$ cat src/rtl/seq_adder_pkg.sv
// Shared definitions for the sequential chunked adder.
//   state_t        : FSM state encoding (IDLE=0, RUN=1, DONE=2)
//   calc_nchunk()  : number of RUN cycles for a given operand/chunk width
//   calc_cnt_w()   : width of the chunk counter (at least 1 bit)
package seq_adder_pkg;

    typedef enum logic [1:0] {
        ST_IDLE = 2'd0,
        ST_RUN  = 2'd1,
        ST_DONE = 2'd2
    } state_t;

    function automatic int calc_nchunk(input int width, input int chunk);
        return width / chunk;
    endfunction

    // A single-chunk operation still needs a 1-bit counter so the
    // port/select logic never collapses to zero width.
    function automatic int calc_cnt_w(input int nchunk);
        return (nchunk <= 1) ? 1 : $clog2(nchunk);
    endfunction

endpackage

$ cat src/rtl/chunk_adder.sv
// Combinational CHUNK-bit adder slice with carry in/out.
// Ports:
//   a, b : CHUNK-bit addends
//   ci   : carry in
//   s    : CHUNK-bit sum
//   co   : carry out (MSB of the CHUNK+1 bit sum)
module chunk_adder #(
    parameter int CHUNK = 2
) (
    input  logic [CHUNK-1:0] a,
    input  logic [CHUNK-1:0] b,
    input  logic             ci,
    output logic [CHUNK-1:0] s,
    output logic             co
);

    assign {co, s} = {1'b0, a} + {1'b0, b} + {{CHUNK{1'b0}}, ci};

endmodule

$ cat src/rtl/seq_chunk_adder.sv
// Multi-cycle add/subtract unit: {Cout,S} = X + Y + Cin, or X - Y - borrow,
// computed CHUNK bits per clock, least significant chunk first.
// Ports:
//   clk, rst        : clock, synchronous active-high reset
//   start           : request an operation (accepted only in IDLE)
//   sub             : 0 = add, 1 = subtract (sampled with start)
//   X, Y, Cin       : operands and carry/borrow in (sampled with start)
//   busy            : high during the NCHUNK RUN cycles
//   done            : one-cycle pulse, result valid
//   S, Cout, V      : registered result, carry out (sub: 1 = no borrow),
//                     two's-complement overflow
import seq_adder_pkg::*;

module seq_chunk_adder #(
    parameter int WIDTH = 8,
    parameter int CHUNK = 2
) (
    input  logic             clk,
    input  logic             rst,
    input  logic             start,
    input  logic             sub,
    input  logic [WIDTH-1:0] X,
    input  logic [WIDTH-1:0] Y,
    input  logic             Cin,
    output logic             busy,
    output logic             done,
    output logic [WIDTH-1:0] S,
    output logic             Cout,
    output logic             V
);

    localparam int NCHUNK = calc_nchunk(WIDTH, CHUNK);
    localparam int KW     = calc_cnt_w(NCHUNK);
    localparam logic [KW-1:0] K_LAST = KW'(NCHUNK - 1);

    state_t           state;
    state_t           state_nx;
    logic [WIDTH-1:0] xa;
    logic [WIDTH-1:0] ya;
    logic             c;
    logic [KW-1:0]    k;

    logic [CHUNK-1:0] a_sel;
    logic [CHUNK-1:0] b_sel;
    logic [CHUNK-1:0] sum;
    logic             co;
    logic [WIDTH-1:0] s_upd;
    logic             last;

    assign last = (k == K_LAST);

    // Operand chunk selection by the chunk counter.
    always_comb begin
        a_sel = '0;
        b_sel = '0;
        for (int i = 0; i < NCHUNK; i++) begin
            if (k == KW'(i)) begin
                a_sel = xa[i*CHUNK +: CHUNK];
                b_sel = ya[i*CHUNK +: CHUNK];
            end
        end
    end

    chunk_adder #(
        .CHUNK (CHUNK)
    ) u_chunk_adder (
        .a  (a_sel),
        .b  (b_sel),
        .ci (c),
        .s  (sum),
        .co (co)
    );

    // Result word with the current chunk merged in; also used to derive
    // the overflow flag from the final sum on the last RUN edge.
    always_comb begin
        s_upd = S;
        for (int i = 0; i < NCHUNK; i++) begin
            if (k == KW'(i)) begin
                s_upd[i*CHUNK +: CHUNK] = sum;
            end
        end
    end

    // FSM state register
    always_ff @(posedge clk) begin
        if (rst) begin
            state <= ST_IDLE;
        end else begin
            state <= state_nx;
        end
    end

    // FSM next-state logic
    always_comb begin
        state_nx = state;
        case (state)
            ST_IDLE: if (start) state_nx = ST_RUN;
            ST_RUN:  if (last)  state_nx = ST_DONE;
            ST_DONE: state_nx = ST_IDLE;
            default: state_nx = ST_IDLE;
        endcase
    end

    // Datapath and registered outputs. Subtraction is X + ~Y + ~borrow,
    // so the inversion happens once at capture time.
    always_ff @(posedge clk) begin
        if (rst) begin
            xa   <= '0;
            ya   <= '0;
            c    <= 1'b0;
            k    <= '0;
            S    <= '0;
            Cout <= 1'b0;
            V    <= 1'b0;
            busy <= 1'b0;
            done <= 1'b0;
        end else begin
            case (state)
                ST_IDLE: begin
                    if (start) begin
                        xa   <= X;
                        ya   <= sub ? ~Y : Y;
                        c    <= sub ? ~Cin : Cin;
                        k    <= '0;
                        S    <= '0;
                        Cout <= 1'b0;
                        V    <= 1'b0;
                        busy <= 1'b1;
                    end
                end
                ST_RUN: begin
                    S <= s_upd;
                    c <= co;
                    k <= k + KW'(1);
                    if (last) begin
                        Cout <= co;
                        V    <= (xa[WIDTH-1] == ya[WIDTH-1]) &&
                                (s_upd[WIDTH-1] != xa[WIDTH-1]);
                        busy <= 1'b0;
                        done <= 1'b1;
                    end
                end
                ST_DONE: begin
                    done <= 1'b0;
                end
                default: begin
                    done <= 1'b0;
                end
            endcase
        end
    end

endmodule

$ cat config.mk
export PLATFORM = sky130hd
export DESIGN_NAME = seq_chunk_adder
export DESIGN_NICKNAME = d
export VERILOG_FILES = /design/src/rtl/seq_adder_pkg.sv /design/src/rtl/chunk_adder.sv /design/src/rtl/seq_chunk_adder.sv
export SDC_FILE = /design/constraint.sdc
export NUM_CORES = 1
export LEC_CHECK = 0
export ABC_AREA = 1
export CORE_ASPECT_RATIO = 1.4
export CORE_MARGIN = 2
export CORE_UTILIZATION = 46
export CTS_BUF_LIST = sky130_fd_sc_hd__clkbuf_16
export DETAILED_ROUTE_END_ITERATION = 8
export MAX_ROUTING_LAYER = met4
export PLACE_DENSITY_LB_ADDON = 0.15
export SETUP_SLACK_MARGIN = 0.15
export SLEW_MARGIN = 15
export SYNTH_ARGS = -nofsm -noshare
export SYNTH_HDL_FRONTEND = slang
export SYNTH_SLANG_ARGS = --single-unit
$ cat constraint.sdc
create_clock -name clk -period 2.4 [get_ports clk]
set_input_delay 0.48 -clock clk [delete_from_list [all_inputs] [get_ports clk]]
set_output_delay 0.48 -clock clk [all_outputs]
set_load 0.02 [all_outputs]
==> results.cfg, run 1 <==
[timing]
finalWorstSetupSlack_ns = 0.0817
fin_skew_ns = 0.00442
fin_crit_ns = 2.32
worstMarginPinSlew_ns = 0.538
holdWs_ns = 0.459
max_freq_mhz = 431
slew_headroom = 0.640
hold_viol = 0
fin_crit_sh = 0.966
setup_viol = 0
final_max_slew_viol_count = 0
rsz0062_at_grt = yes
fin_setup_tns_ns = 0

[worst_setup_path]
cpMostUsedCell = nand2_1
critical_path_class = reg2reg
max_stage_delay_ns = 0.50
start_kind = register
cp_max_fo = 5
cp-end-kind = register
required_ns = 2.56
crit-reg2reg-launch = k[1]
cpMaxStageDelayCell = fa_1
r2r-end = V
cp_cell_sequence = inv_4 -> ha_4 -> a21oi_2 -> a21oi_1 -> nor2_1 -> nor2_1 -> fa_2 -> fa_1 -> nand2_1 -> nand2_1 -> nand2_1 -> nand3_1 -> a21oi_2
r2r_cells = 13
rrSetupSlack_ns = 0.08
worstPathArrival_ns = 2.48

[power]
pwr-share-comb = 0.176
internal_power_mw = 1.06
p_switching_mw = 0.376
p_leak_nw = 0.896
power_mw = 1.44
p_per_area_nw_per_um2 = 660
pwr-share-seq = 0.423
clock_power_share = 0.402
ir_worst_vdd_uv = 534
sw_frac_of_total = 0.261

[yosys]
ys_seq_elements = 33
synth_edf_count = 0
synthCells = 217
async_reset_ff_frac = 0
synth_seq_area_share = 0.401
post-synth-top-area-cell = dfxtp_1
syn_avg_cell_area_sq_um = 7.60
synthDistinctLibCells = 24
yosysWarnings = 0
synth-main-ff-cell = dfxtp_1
synth_nets = 244
synth_area_sq_um = 1650
synth.most_common_cell = nand2_1
netlist.area_leader.share = 0.401
synth.area.top_cells = dfxtp_1, nand2_1, a21oi_1
synth_common_cells = nand2_1, dfxtp_1, nor2_1

[grt]
globalRouteTotalUtil = 0.203
overflow = 0
antenna_found_initial = 0
grt_pass1_wl_um = 5790
grt_pass1_vias = 1393
grt_max_degree = 27

[run_status]
status = complete, no violations

[detailed_routing]
wl_met1_um = 1520
viasPerCell = 4.99
top_layer = met4
postRouteWirelength_um = 3560
first_pass_iters = 4
drt-initial-drc-count = 33
wl_per_cell_um = 12.2
route.met3.wl_um = 138
remaining_drc_errors = 0
ant_nets = 0
dr_wl_met2_um = 1780
vias = 1463

[die]
rows = 25
die_w_um = 54.6
die-area_sq_um = 4090
die_y_um = 74.8
pin_count = 33
core_sq_um = 3410
start_util = 0.484

[place]
pre_cts_slack_ns = -0.0336
placed_area_sq_um = 2000
gp_congestion = 0.839
port_buffers = 32
hpwl_um = 2610
placedCellCount = 285

[worst_hold_path]
worstHoldStart = busy
hold_path.class = reg2reg
min_to = busy
hold_depth = 2

[layout]
design_area_sq_um = 2180
final_nets = 280
diodes = 0
area_growth_pct = 32.2
drive_gt1_frac = 0.154
fin_cells = 293
fin_util = 0.640

[cts]
cts.sinks = 33
holdBufCountCts = 0
clockRootBuffer = clkbuf_16
clk_pin_slew_worst_paths_ns = 0.05
clk_path_buf_depth = 2
cts_tree = yes
cts_buffers = 5
htree_levels = 2
clk_latency_ns = 0.27

[job]
cap_viol_max_count = 0
[sequential cells by signal, indices dropped and copies added (netlist names)]
register and count:
state 2, done 1, S 8, V 1, xa 8, Cout 1
busy 1, k 2, c 1, ya 8
[how the worst max path moves through the flow]
stage / from / endpoint / slack [ns]
2_1_floorplan: k[1] / V / 0.16
5_1_grt: k[0] / V / -0.008
3_5_place_dp: k[1] / S[3] / -0.03
6_report: k[1] / V / 0.08
4_1_cts: k[0] / V / 0.13
3_3_place_gp: k[1] / S[3] / 0.04
[final cells by class]
| type | count | area [sq um] |
|---|---|---|
| Fill cell | 307 | 1230 |
| Multi-Input combinational cell | 160 | 901 |
| Sequential cell | 33 | 668 |
| Timing Repair Buffer | 36 | 350 |
| Clock buffer | 5 | 125 |
| Inverter | 17 | 78.8 |
| Tap cell | 40 | 50.0 |
| Clock inverter | 2 | 7.51 |
[repair_timing]
| item | 4_1_cts | 5_1_grt |
|---|---|---|
| resized for setup | 12 | 1 |
| buffers inserted | 1 | 0 |
| endpoints found under the setup margin | 5 | 5 |
| pin swaps | 6 | 0 |
[power by group through the flow]
| stage | clock network [mW] | registers, mW | logic [mW] |
|---|---|---|---|
| finish | 0.578 | 0.608 | 0.253 |
| detailed placement | 0 | 0.617 | 0.242 |
| CTS | 0.587 | 0.608 | 0.251 |
| global placement | 0 | 0.617 | 0.238 |
| global route | 0.607 | 0.612 | 0.285 |
| floorplan | 0 | 0.620 | 0.164 |
[cells in the final DEF, fill, tap and decap left out]
master and instances:
a21o_1 1, a21oi_1 22, a21oi_2 8, buf_4 4
clkbuf_16 5, clkdlybuf4s50_1 32, clkinv_1 1, dfxtp_1 31
dfxtp_4 2, fa_1 1, fa_2 1, ha_1 1
ha_2 1, ha_4 2, inv_1 10, inv_2 3
inv_4 4, inv_6 1, nand2_1 55, nand2_4 3
nand3_1 12, nand3_2 2, nor2_1 25, nor2_2 1
nor2_4 2, o21ai_0 12, o21ai_1 1, o22ai_1 1
xor2_1 9
[routing by layer]
metal,vias up,global-route usage
met5,-,-
met4,0,0.0944
met3,11,0.0635
met2,35,0.333
met1,649,0.216
li1,768,-
[worst max-delay path, delay by kind of cell (launching register included)]
family,cells,cell delay [ns]
AOI/OAI and AO/OA,3,0.27
buffers and inverters,1,0.05
DFF,1,0.38
and+or+nand+nor,6,0.48
adders and majority gates,3,1.02
[kinds of logic after synthesis]
| kind of cell | synth area share |
|---|---|
| adder cells (fa/ha/maj) | 0.0546 |
| flip-flops | 0.401 |
| AND/OR/NAND/NOR | 0.264 |
| XOR/XNOR | 0.0478 |
| buffers and inverters | 0.0804 |
| AO/OA/AOI/OAI | 0.153 |
Power figures use the tool's default switching activity.
==> inputs of run 2 (changes only) <==
Settings changed: CORE_ASPECT_RATIO 1.4 to 1.5, PLACE_DENSITY from default to 0.74, PLACE_DENSITY_LB_ADDON 0.15 to default.
==> results.cfg, run 2 (synthesis gave the netlist of run 1 again) <==
[run_status]
status = complete, no violations

[worst_setup_path]
cpMaxStageDelayCell = fa_1
worstPathArrival_ns = 2.60
cp-endpoint = S[1]
cp_max_fo = 5
crit-reg2reg-launch = k[0]
start_kind = register
cp_cell_sequence = inv_4 -> ha_4 -> inv_4 -> nor2_2 -> a21oi_2 -> nor2_1 -> nor2_1 -> fa_2 -> fa_1 -> inv_1 -> nor2_2 -> nand2_1 -> a21oi_2
crit_start = k[0]
max_stage_delay_ns = 0.50
required_ns = 2.61
cp-end-kind = register
r2r-end = S[1]
rrSetupSlack_ns = 0.01
r2r_cells = 13
critical_path_class = reg2reg

[cts]
clk_pin_slew_worst_paths_ns = 0.05
clockRootBuffer = clkbuf_16
clk_path_buf_depth = 2
cts_tree = yes
cts.sinks = 33
cts_buffers = 5
htree_levels = 2
clk_latency_ns = 0.27

[detailed_routing]
viasPerCell = 5.16
first_pass_iters = 4
remaining_drc_errors = 0
drt-initial-drc-count = 32
dr_wl_met2_um = 2290
vias = 1539
route.met3.wl_um = 134
ant_nets = 0
wl_met1_um = 1570
wl_per_cell_um = 13.9
postRouteWirelength_um = 4140
top_layer = met4

[layout]
area_growth_pct = 35.7
diodes = 0
final_nets = 283
regArea_sq_um = 668
multi_input_area_sq_um = 930
final_cell_mix = nand2_1, clkdlybuf4s50_1, dfxtp_1, nor2_1, a21oi_1
top_regs = S: 8 flops, xa: 8 flops, ya: 8 flops
final_common_cell = nand2_1
drive_gt1_frac = 0.191
fillCellCount = 309
fin_cells = 298

[power]
p_per_area_nw_per_um2 = 654
power_mw = 1.46
p_leak_nw = 0.912
ir_worst_vdd_uv = 473

[die]
pin_count = 33
start_util = 0.483
die-area_sq_um = 4090
die_w_um = 52.9
core_sq_um = 3420
rows = 26
die_y_um = 77.3

[timing]
slew_headroom = 0.676
max_freq_mhz = 419
fin_skew_ns = 0.00179
fin_crit_ns = 2.39
final_max_slew_viol_count = 0
rsz0062_at_grt = yes
hold_viol = 0
fin_crit_sh = 0.996
worstMarginPinSlew_ns = 0.485
setup_viol = 0

[place]
gp_congestion = 0.896
placedCellCount = 288
hpwl_um = 2810
port_buffers = 32

[worst_hold_path]
worstHoldStart = S[2]
hold_path.class = reg2reg

[grt]
grt_pass1_wl_um = 6600
grt_pass1_vias = 1451
antenna_found_initial = 0
globalRouteTotalUtil = 0.224
grt_max_degree = 27
overflow = 0

[job]
cap_viol_max_count = 0
-- run 2: worst max-delay path: cells and delay by family (launching register included) --
kind	cells	cell delay, ns
compound gates	2	0.17
fa+ha+maj	3	1.03
buf+inv	3	0.18
flops	1	0.36
simple gates	5	0.58
-- run 2: cell type report --
| cell class | instances | share of cell area |
|---|---|---|
| inverters | 17 | 0.0364 |
| flip-flops and latches | 33 | 0.299 |
| well taps | 42 | 0.0235 |
| multi-input cells | 160 | 0.416 |
| repair buffers | 39 | 0.167 |
| clock inverters | 2 | 0.00336 |
| clock buffers | 5 | 0.0559 |
-- run 2: timing repair --
action / CTS / global route
hold buffers: 0 / 0
pin swaps: 6 / 8
hold endpoints to repair: 0 / 0
gates resized for setup: 10 / 11
endpoints found under the setup margin: 5 / 5
setup buffers: 1 / 2
-- run 2: worst min path at each step --
stage / slack [ns] / endpoint / cells after the start
after floorplan: 0.44 / ya[3] / 2
final: 0.46 / S[2] / 2
after global placement: 0.45 / busy / 2
after global routing: 0.48 / S[5] / 2
after detailed placement: 0.46 / S[2] / 2
after CTS: 0.46 / S[1] / 2
-- run 2: per-stage QoR --
stage	util	setup TNS, ns	setup slack [ns]	instance area (sq um)	hold WS [ns]
finish	0.655	0	0.0107	2240	0.463
global route	0.655	-0.456	-0.140	2240	0.477
CTS	0.639	0	0.131	2180	0.464
detailed placement	0.589	-0.0720	-0.0374	2010	0.456
global placement	0.589	0	0.0519	2010	0.451
floorplan	-	0	0.157	1670	0.444
-- run 2: per-layer routing --
metal,up-vias,track usage
met2,39,0.384
met5,-,-
met3,13,0.0404
li1,776,-
met1,711,0.237
met4,0,0.113
-- run 2: power by group --
part / total (mW) / leakage (nW) / switching [mW] / internal (mW)
clock network: 0.584 / 0.0685 / 0.214 / 0.370
logic: 0.266 / 0.572 / 0.148 / 0.118
registers: 0.612 / 0.272 / 0.0294 / 0.582
==> inputs of run 3 (changes only) <==
Settings changed: CORE_UTILIZATION 46 to 51, MAX_ROUTING_LAYER met4 to default, PLACE_DENSITY 0.74 to 0.78.
Clock period 2.4 ns to 2.7 ns, I/O delays scaled along.
==> results.cfg, run 3 (synthesis gave the netlist of run 1 again) <==
[run_status]
status = complete, no violations

[cts]
cts.sinks = 33
cts_buffers = 5
cts_setup_buffers = 0
clockRootBuffer = clkbuf_16
clk_latency_ns = 0.27
htree_levels = 2
clk_path_buf_depth = 2
clk_pin_slew_worst_paths_ns = 0.05
cts_tree = yes

[layout]
fin_util = 0.689
final_nets = 277
regArea_sq_um = 668
fillCellCount = 258
multi_input_area_sq_um = 905
diodes = 0
design_area_sq_um = 2150
drive_gt1_frac = 0.144
top_regs = S: 8 flops, xa: 8 flops, ya: 8 flops
area_growth_pct = 30.7
fin_cells = 290
final_common_cell = nand2_1
final_cell_mix = nand2_1, clkdlybuf4s50_1, dfxtp_1, nor2_1, a21oi_1

[die]
rows = 25
die-area_sq_um = 3710
die_w_um = 50.4
pin_count = 33
core_sq_um = 3130
start_util = 0.527
die_y_um = 73.6

[detailed_routing]
viasPerCell = 5.23
postRouteWirelength_um = 3640
wl_per_cell_um = 12.6
first_pass_iters = 4
vias = 1516
remaining_drc_errors = 0
ant_nets = 0
drt-initial-drc-count = 33

[place]
hpwl_um = 2630
gp_congestion = 0.905
port_buffers = 32
placed_area_sq_um = 1970
pre_cts_slack_ns = 0.0840
placedCellCount = 283

[worst_setup_path]
cp_max_fo = 6
worstPathArrival_ns = 2.56
critical_path_class = reg2reg
cp-end-kind = register
start_kind = register
r2r_cells = 14
required_ns = 2.85

[grt]
antenna_found_initial = 0
globalRouteTotalUtil = 0.220
grt_max_degree = 27
grt_pass1_vias = 1433
overflow = 0
grt_pass1_wl_um = 6180

[timing]
max_freq_mhz = 415
holdWs_ns = 0.460
fin_crit_sh = 0.893
worstMarginPinSlew_ns = 0.454
slew_headroom = 0.696
setup_viol = 0
final_max_slew_viol_count = 0
fin_skew_ns = 0.00458
hold_viol = 0
finalWorstSetupSlack_ns = 0.290
rsz0062_at_grt = no
fin_crit_ns = 2.41
fin_setup_tns_ns = 0

[power]
pwr-share-seq = 0.425
internal_power_mw = 0.942
p_leak_nw = 0.877
sw_frac_of_total = 0.260
p_per_area_nw_per_um2 = 591
clock_power_share = 0.402
power_mw = 1.27
pwr-share-comb = 0.172
p_switching_mw = 0.330
ir_worst_vdd_uv = 422

[job]
cap_viol_max_count = 0

[worst_hold_path]
hold_depth = 2
hold_path.class = reg2reg
run 3: cell count changes in the layout (fill, tap and decap cells not counted), sizes merged:
cell  before  now
buf        7    1
run 3: metal layers:
metal	global-route usage	wire length, um	up-vias
li1	-	-	760
met1	0.226	1420	699
met2	0.409	2010	46
met3	0.0366	112	11
met4	0.129	101	0
met5	0	0	-
run 3: critical path, cell delays in order, from the launching register on:
cell,delay [ns]
dfxtp_4,0.37
inv_2,0.09
ha_4,0.17
inv_2,0.07
nor2_1,0.10
a21oi_1,0.05
nor2_1,0.10
nor2_1,0.07
fa_2,0.37
fa_1,0.51
nand2_1,0.07
nand2_1,0.10
nand2_1,0.07
nand3_1,0.09
a21oi_2,0.05
run 3: worst paths after layout:
path / from / endpoint / slack, ns
setup / recovery: k[0] / V / 0.29
hold / removal: busy / busy / 0.46
setup reg to reg: k[0] / V / 0.29
hold reg to reg: busy / busy / 0.46
run 3: area by class of cell:
cell class / instances / share of cell area
clock buffer: 5 / 0.0581
clock inverter: 2 / 0.00348
inverter: 17 / 0.0331
multi-input combinational: 160 / 0.420
sequential: 33 / 0.310
tap: 40 / 0.0232
timing repair buffer: 33 / 0.152
run 3: what timing repair did:
action,CTS,global route
endpoints found under the setup margin,4,5
gates resized for setup,3,15
hold buffers,0,0
run 3: power groups by stage:
stage | Sequential [mW] | Combinational (mW) | Clock [mW]
2_1_floorplan | 0.550 | 0.142 | 0
3_3_place_gp | 0.548 | 0.206 | 0
3_5_place_dp | 0.548 | 0.210 | 0
4_1_cts | 0.539 | 0.214 | 0.512
5_1_grt | 0.544 | 0.246 | 0.539
6_report | 0.541 | 0.219 | 0.512
